## config.mk

```make
export PLATFORM = sky130hd
export DESIGN_NAME = toggle_decoder
export DESIGN_NICKNAME = d
export VERILOG_FILES = /design/src/rtl/toggle_decoder.sv
export SDC_FILE = /design/constraint.sdc
export NUM_CORES = 1
export LEC_CHECK = 0
export CAP_MARGIN = 20
export CORE_ASPECT_RATIO = 0.8
export CORE_UTILIZATION = 30
export DETAILED_ROUTE_END_ITERATION = 10
export PLACE_DENSITY_LB_ADDON = 0.1
export SKIP_LAST_GASP = 1
export SLEW_MARGIN = 20
export SYNTH_ARGS = -nofsm -noshare
export SYNTH_HDL_FRONTEND = slang
export SYNTH_SLANG_ARGS = --single-unit
export TNS_END_PERCENT = 20
```

## constraint.sdc

```tcl
create_clock -name clk -period 2.53 [get_ports clk]
set_input_delay 0.6325 -clock clk [delete_from_list [all_inputs] [get_ports clk]]
set_output_delay 0.6325 -clock clk [all_outputs]
set_load 0.02 [all_outputs]
```

## src/rtl/toggle_decoder.sv

```systemverilog
// Recovers toggle events from a remote T-flip-flop encoder line.
// Ports: clk, reset (sync, active-high), in_Q (async toggle line),
//        pulse_out (1-cycle event pulse), evt_valid/evt_ready (event drain),
//        pend_count, total_count, overflow (sticky), busy_init.
module toggle_decoder #(
    parameter int SYNC_STAGES = 2,
    parameter int CNT_WIDTH   = 8,
    parameter int PEND_WIDTH  = 3
) (
    input  logic                  clk,
    input  logic                  reset,
    input  logic                  in_Q,
    output logic                  pulse_out,
    output logic                  evt_valid,
    input  logic                  evt_ready,
    output logic [PEND_WIDTH-1:0] pend_count,
    output logic [CNT_WIDTH-1:0]  total_count,
    output logic                  overflow,
    output logic                  busy_init
);

    localparam int IW = $clog2(SYNC_STAGES + 1) + 1;
    localparam logic [IW-1:0] INIT_LAST = IW'(SYNC_STAGES);
    localparam logic [PEND_WIDTH-1:0] PEND_MAX = '1;

    typedef enum logic {
        INIT,
        RUN
    } state_t;

    state_t                 state;
    state_t                 state_nxt;
    logic [IW-1:0]          init_cnt;
    logic [SYNC_STAGES-1:0] sync_r;
    logic                   sync_q;
    logic                   prev;
    logic                   det;
    logic                   acc;

    assign sync_q    = sync_r[SYNC_STAGES-1];
    assign evt_valid = (pend_count != '0);
    assign acc       = evt_valid && evt_ready;
    // Only RUN compares against prev; INIT absorbs the level seen at release.
    assign det       = (state == RUN) && (sync_q ^ prev);

    always_ff @(posedge clk) begin
        if (reset) begin
            state <= INIT;
        end else begin
            state <= state_nxt;
        end
    end

    always_comb begin
        state_nxt = state;
        busy_init = 1'b0;
        case (state)
            INIT: begin
                busy_init = 1'b1;
                if (init_cnt == INIT_LAST) begin
                    state_nxt = RUN;
                end
            end
            RUN: begin
                state_nxt = RUN;
            end
            default: begin
                state_nxt = INIT;
            end
        endcase
    end

    always_ff @(posedge clk) begin
        if (reset) begin
            init_cnt <= '0;
            sync_r   <= '0;
            prev     <= 1'b0;
        end else begin
            if (state == INIT) begin
                init_cnt <= init_cnt + 1'b1;
            end
            sync_r <= {sync_r[SYNC_STAGES-2:0], in_Q};
            prev   <= sync_q;
        end
    end

    always_ff @(posedge clk) begin
        if (reset) begin
            pulse_out   <= 1'b0;
            pend_count  <= '0;
            total_count <= '0;
            overflow    <= 1'b0;
        end else begin
            pulse_out <= det;
            if (det) begin
                total_count <= total_count + 1'b1;
            end
            // A simultaneous detect and accept cancels out, even when full.
            case ({det, acc})
                2'b10: begin
                    if (pend_count == PEND_MAX) begin
                        overflow <= 1'b1;
                    end else begin
                        pend_count <= pend_count + 1'b1;
                    end
                end
                2'b01: begin
                    pend_count <= pend_count - 1'b1;
                end
                default: begin
                    pend_count <= pend_count;
                end
            endcase
        end
    end

endmodule
```

==> impl_metrics.yaml, run 1 <==
worst_setup_path:
  worstPathRequired_ns: 2.67
  critical_path_arrival_ns: 2.33
  critical_path.max_fanout: 3
  critPathTopFamily: "buffers and inverters"
  crit_buf_inv: 2
  cp-end-kind: "flip-flop"
  max_stage_delay_ns: 0.47
  cp_slowest_cell: "clkdlybuf4s50_1"
  start_kind: "input pin"
  ff2ff_setup_slack_ns: 0.67
  path_cells: "clkdlybuf4s50_1 > o31ai_1 > a21oi_1 > inv_1 > fa_1 > mux2i_1 > mux2_2"
  critPathKind: "in -> reg"
clocking:
  cts-root-buf: "clkbuf_8"
  postCtsSetupBuffers: 0
  cts.reportedPaths.clkPinSlew_ns: 0.07
  clkLatencyLatePin_ns: 0.25
  cts_tree: "built"
  cts_buffers: 3
  htree_levels: 1
  clock_sinks: 20
  clockBufferDepth: 2
  cts.repair.resized: 0
  ctsHoldBuffers: 0
final_layout:
  layout_commonest_cell: "dfxtp_1"
  synthToLayoutAreaGrowth_pct: 30.5
  finalCoreUtilization: 0.419
  fillCellCount: 294
  drive_gt1_frac: 0.0862
  antenna_cells: 0
  final_cell_mix: "20 x dfxtp_1, 18 x clkdlybuf4s50_1, 12 x nor2_1, 7 x inv_1, 7 x a21oi_1"
  final_nets: 126
  multiInputGateArea_um2: 448
  regArea_um2: 400
synth:
  synth_xor_area_frac: 0.0770
  synthAdderAreaFrac: 0.0644
  synth.area.mux_share: 0.0238
  ys_ff_latch: 20
  syn_avg_cell_area_um2: 9.40
  synth.net_count: 103
  synth_compound_area_frac: 0.104
  synth_area_um2: 893
  ys_types: 30
  synth_simple_gate_area_frac: 0.232
  synth_top_family_by_area: "simple AND/OR/NAND/NOR gates"
  ys_warn_count: 0
  synth_cells: 95
  ys_seq_area_frac: 0.448
route:
  dr.pass1.iters: 4
  ant_nets: 0
  vias: 703
  drt_iter0_markers: 15
  drc_errors: 0
  wl_met3_um: 36
  m1WireLength_um: 877
  wire_per_inst_um: 11.1
  drt_wl_total_mm: 1.71
  viasPerCell: 4.56
  highest_layer: "met4"
  route.met2.wl_um: 776
grt:
  grt_pass1_wl_mm: 2.99
  grt_max_degree: 16
  antenna_found_initial: 0
  grt.overflow.total: 0
  first_global_vias: 662
  grt_usage: 0.124
sta:
  setup_slack_ns: 0.338
  fin_setup_tns_ns: 0
  skew_ns: 0.00184
  grt_setup_unrepaired: "false"
  fmax_ghz: 0.456
  period_minus_slack_ns: 2.19
  slew_viol_final: 0
  finalSetupViolCount: 0
  slew_headroom: 0.648
  hold_viol: 0
  worst_pin_slew_ns: 0.527
  post-route-period-util: 0.866
floorplan:
  start_util: 0.321
  die-area_mm2: 0.00320
  die_w_um: 63.0
  ios: 19
  core_mm2: 0.00279
  num_rows: 17
  die_h_um: 50.8
placed_design:
  portBuffers: 18
  place_ws_ns: 0.0860
  place_congestion: 0.739
  dpl.hpwl_mm: 1.24
flow_run:
  max-cap-violations: 0
power_and_ir_drop:
  p_leak_nw: 0.445
  irDropWorstVdd_mv: 0.492
  powerDensity_mw_per_mm2: 846
run_status:
  status: "finished, final reports clean"
hold_path:
  hold_class: "reg -> reg"
==> power by group <==
group	leakage [nW]	internal (W)	switching (W)
sequential	0.163	0.000363	0.0000514
combinational	0.260	0.000184	0.000190
clock	0.0216	0.000106	0.0000922
==> path summary, 6_finish.rpt <==
| kind | cells after the start | from | endpoint |
|---|---|---|---|
| worst max-delay path | 7 | evt_ready | pend_count[2] |
| worst min-delay path | 1 | sync_r[0] | sync_r[1] |
| worst max register to register | 6 | prev | pend_count[2] |
| worst min register to register | 1 | sync_r[0] | sync_r[1] |
==> synth_stat cells (all sizes together) <==
master	instances	share of area
xnor2	3	0.029
o21ai	2	0.011
a41oi	1	0.0098
ha	3	0.042
mux2i	1	0.011
buf	1	0.013
a21oi	7	0.039
nand3	4	0.022
mux2	1	0.013
and4	1	0.011
nor3	2	0.011
nand4	2	0.031
nand2b	1	0.0070
o21a	1	0.0084
and3	1	0.0070
clkbuf	2	0.0084
inv	7	0.029
or3	2	0.014
nor2	12	0.050
fa	1	0.022
or4	2	0.017
nor2b	5	0.035
and2	2	0.014
xor2	4	0.048
nand2	3	0.013
o41ai	1	0.0098
dfxtp	20	0.45
o31ai	3	0.025
==> sequential cells by signal (all words and copies together) (netlist names) <==
name	flops
pulse_out	1
prev	1
init_cnt	3
state	1
total_count	8
overflow	1
pend_count	3
sync_r	2
==> routing by layer <==
metal,vias to the layer above,GRT usage
met5,-,0
met4,0,0.0581
met2,9,0.194
li1,366,-
met1,326,0.155
met3,2,0.0424
==> layout make-up <==
| class | count | area share |
|---|---|---|
| clock buffers | 3 | 0.0354 |
| inverters | 7 | 0.0225 |
| multi-input cells | 65 | 0.384 |
| flip-flops and latches | 20 | 0.343 |
| well taps | 38 | 0.0408 |
| repair buffers | 21 | 0.174 |
==> worst reg2reg max path, cell delays in order (launching register included) <==
cell and delay [ns]:
dfxtp_1 0.33, xor2_2 0.24, a21oi_1 0.23, inv_1 0.08, fa_1 0.37, mux2i_1 0.16
mux2_2 0.34
==> metrics by stage <==
| step | total power [W] | cell area [um2] | hold WS, ns | instances |
|---|---|---|---|---|
| after floorplan | 0.000648 | 893 | 0.414 | 95 |
| after global placement | 0.000789 | 1120 | 0.443 | 151 |
| after detailed placement | 0.000798 | 1120 | 0.454 | 151 |
| after CTS | 0.00100 | 1170 | 0.469 | 154 |
| after global routing | 0.00106 | 1170 | 0.480 | 154 |
| final | 0.000986 | 1170 | 0.462 | 154 |
==> cell families after synthesis <==
family / after synthesis
buf+inv: 10
flops: 20
mux: 2
xor+xnor: 7
compound gates: 15
fa+ha+maj: 4
simple gates: 37
No activity file was read; power rests on OpenSTA's default activity.
==> run 2, diff against run 1 <==
--- a/config.mk
+++ b/config.mk
@@ -9,10 +9,10 @@
 export CORE_ASPECT_RATIO = 0.8
 export CORE_UTILIZATION = 30
 export DETAILED_ROUTE_END_ITERATION = 10
+export DONT_BUFFER_PORTS = 1
 export PLACE_DENSITY_LB_ADDON = 0.1
 export SKIP_LAST_GASP = 1
 export SLEW_MARGIN = 20
 export SYNTH_ARGS = -nofsm -noshare
 export SYNTH_HDL_FRONTEND = slang
 export SYNTH_SLANG_ARGS = --single-unit
-export TNS_END_PERCENT = 20
==> impl_metrics.yaml, run 2 (same netlist as run 1, synthesis figures left out) <==
worst_setup_path:
  critPathTopFamily: "compound AO/OA/AOI/OAI gates"
  cp-end-kind: "flip-flop"
  critical_path_arrival_ns: 2.31
  path_cells: "o31ai_1 > a21oi_1 > inv_1 > fa_1 > mux2i_1 > mux2_2"
  start_kind: "flip-flop"
  critPathKind: "reg -> reg"
  cp_slowest_cell: "dfxtp_1"
  worstPathRequired_ns: 2.67
  max_stage_delay_ns: 0.53
  critical_path.max_fanout: 6
  crit_buf_inv: 1
power_and_ir_drop:
  irDropWorstVdd_mv: 0.270
  p_leak_nw: 0.381
  total_power_w: 0.000898
  powerDensity_mw_per_mm2: 911
sta:
  finalSetupViolCount: 0
  grt_setup_unrepaired: "false"
  slew_viol_final: 0
  skew_ns: 0.00238
  slew_headroom: 0.709
  period_minus_slack_ns: 2.17
  fmax_ghz: 0.461
  fin_setup_tns_ns: 0
  post-route-period-util: 0.857
  hold_viol: 0
  worst_pin_slew_ns: 0.436
hold_path:
  hold_class: "in -> reg"
final_layout:
  final_area_um2: 986
  synthToLayoutAreaGrowth_pct: 10.4
  antenna_cells: 0
  regMostFlops: "total_count"
  layout_commonest_cell: "dfxtp_1"
  reg.largest.list: "total_count: 8 flops, init_cnt: 3 flops, pend_count: 3 flops"
  final_nets: 108
  final_cell_mix: "20 x dfxtp_1, 12 x nor2_1, 7 x inv_1, 7 x a21oi_1, 5 x nor2b_1"
  drive_gt1_frac: 0.102
  largest_reg_flops: 8
clocking:
  cts.reportedPaths.clkPinSlew_ns: 0.07
  cts_buffers: 3
  ctsHoldBuffers: 0
  htree_levels: 1
  cts.repair.resized: 0
  clkLatencyLatePin_ns: 0.25
  cts_tree: "built"
  clockBufferDepth: 2
  postCtsSetupBuffers: 0
  clock_sinks: 20
  cts-root-buf: "clkbuf_8"
floorplan:
  num_rows: 17
  core_mm2: 0.00279
  die_h_um: 50.8
  die_w_um: 63.0
  start_util: 0.321
  die-area_mm2: 0.00320
  ios: 19
flow_run:
  max-cap-violations: 0
route:
  ant_nets: 0
  vias: 624
  wire_per_inst_um: 11.6
  dr.pass1.iters: 2
  viasPerCell: 4.59
  drt_wl_total_mm: 1.57
  drc_errors: 0
  drt_iter0_markers: 21
grt:
  grt.met3_usage: 0.0647
  grt_util_met2: 0.168
  first_global_vias: 600
  grt.overflow.total: 0
  top_usage_layer: "met2"
  antenna_found_initial: 0
  grt_max_degree: 23
  grt_usage: 0.117
  met1_usage: 0.148
  grt_pass1_wl_mm: 2.84
placed_design:
  dpl_cell_area_um2: 945
  portBuffers: 0
  dpl.hpwl_mm: 1.08
  place_congestion: 0.685
run_status:
  status: "finished, final reports clean"
-- run 2: cell count changes in the layout (fill, tap and decap cells not counted), sizes merged --
cell / delta
clkdlybuf4s50: -18
-- run 2: area by class of cell --
class,instances,area (um2)
well taps,38,47.5
multi-input cells,65,448
flip-flops and latches,20,400
inverters,7,26.3
fillers,309,1800
clock buffers,3,41.3
repair buffers,3,22.5
-- run 2: layer usage --
metal	part of all wire	wire length, um	vias up
met4	0.0089	14	0
li1	-	-	328
met5	0	0	-
met1	0.50	782	285
met2	0.43	673	9
met3	0.065	103	2
-- run 2: power by group --
part	leakage [nW]	internal (W)	switching (W)
clock network	0.0216	0.000106	0.0000962
registers	0.163	0.000363	0.0000705
logic	0.197	0.000110	0.000152
total	0.381	0.000579	0.000319
-- run 2: path summary, 6_finish.rpt --
kind | from | end | slack, ns | cells after the start
worst max register to register | pend_count[0] | pend_count[2] | 0.36 | 6
worst min register to register | sync_r[0] | sync_r[1] | 0.44 | 1
worst min-delay path | reset | state | 0.44 | 1
worst max-delay path | pend_count[0] | pend_count[2] | 0.36 | 6
-- run 2: per-stage QoR --
step            util  hold WS [ns]  instances  worst slack (ns)
6_report       0.354         0.441        136             0.361
5_1_grt        0.354         0.423        136             0.211
4_1_cts        0.354         0.431        136             0.348
3_5_place_dp   0.339         0.429        133             0.343
3_3_place_gp   0.339         0.441        133             0.381
2_1_floorplan      -         0.414         95             0.460
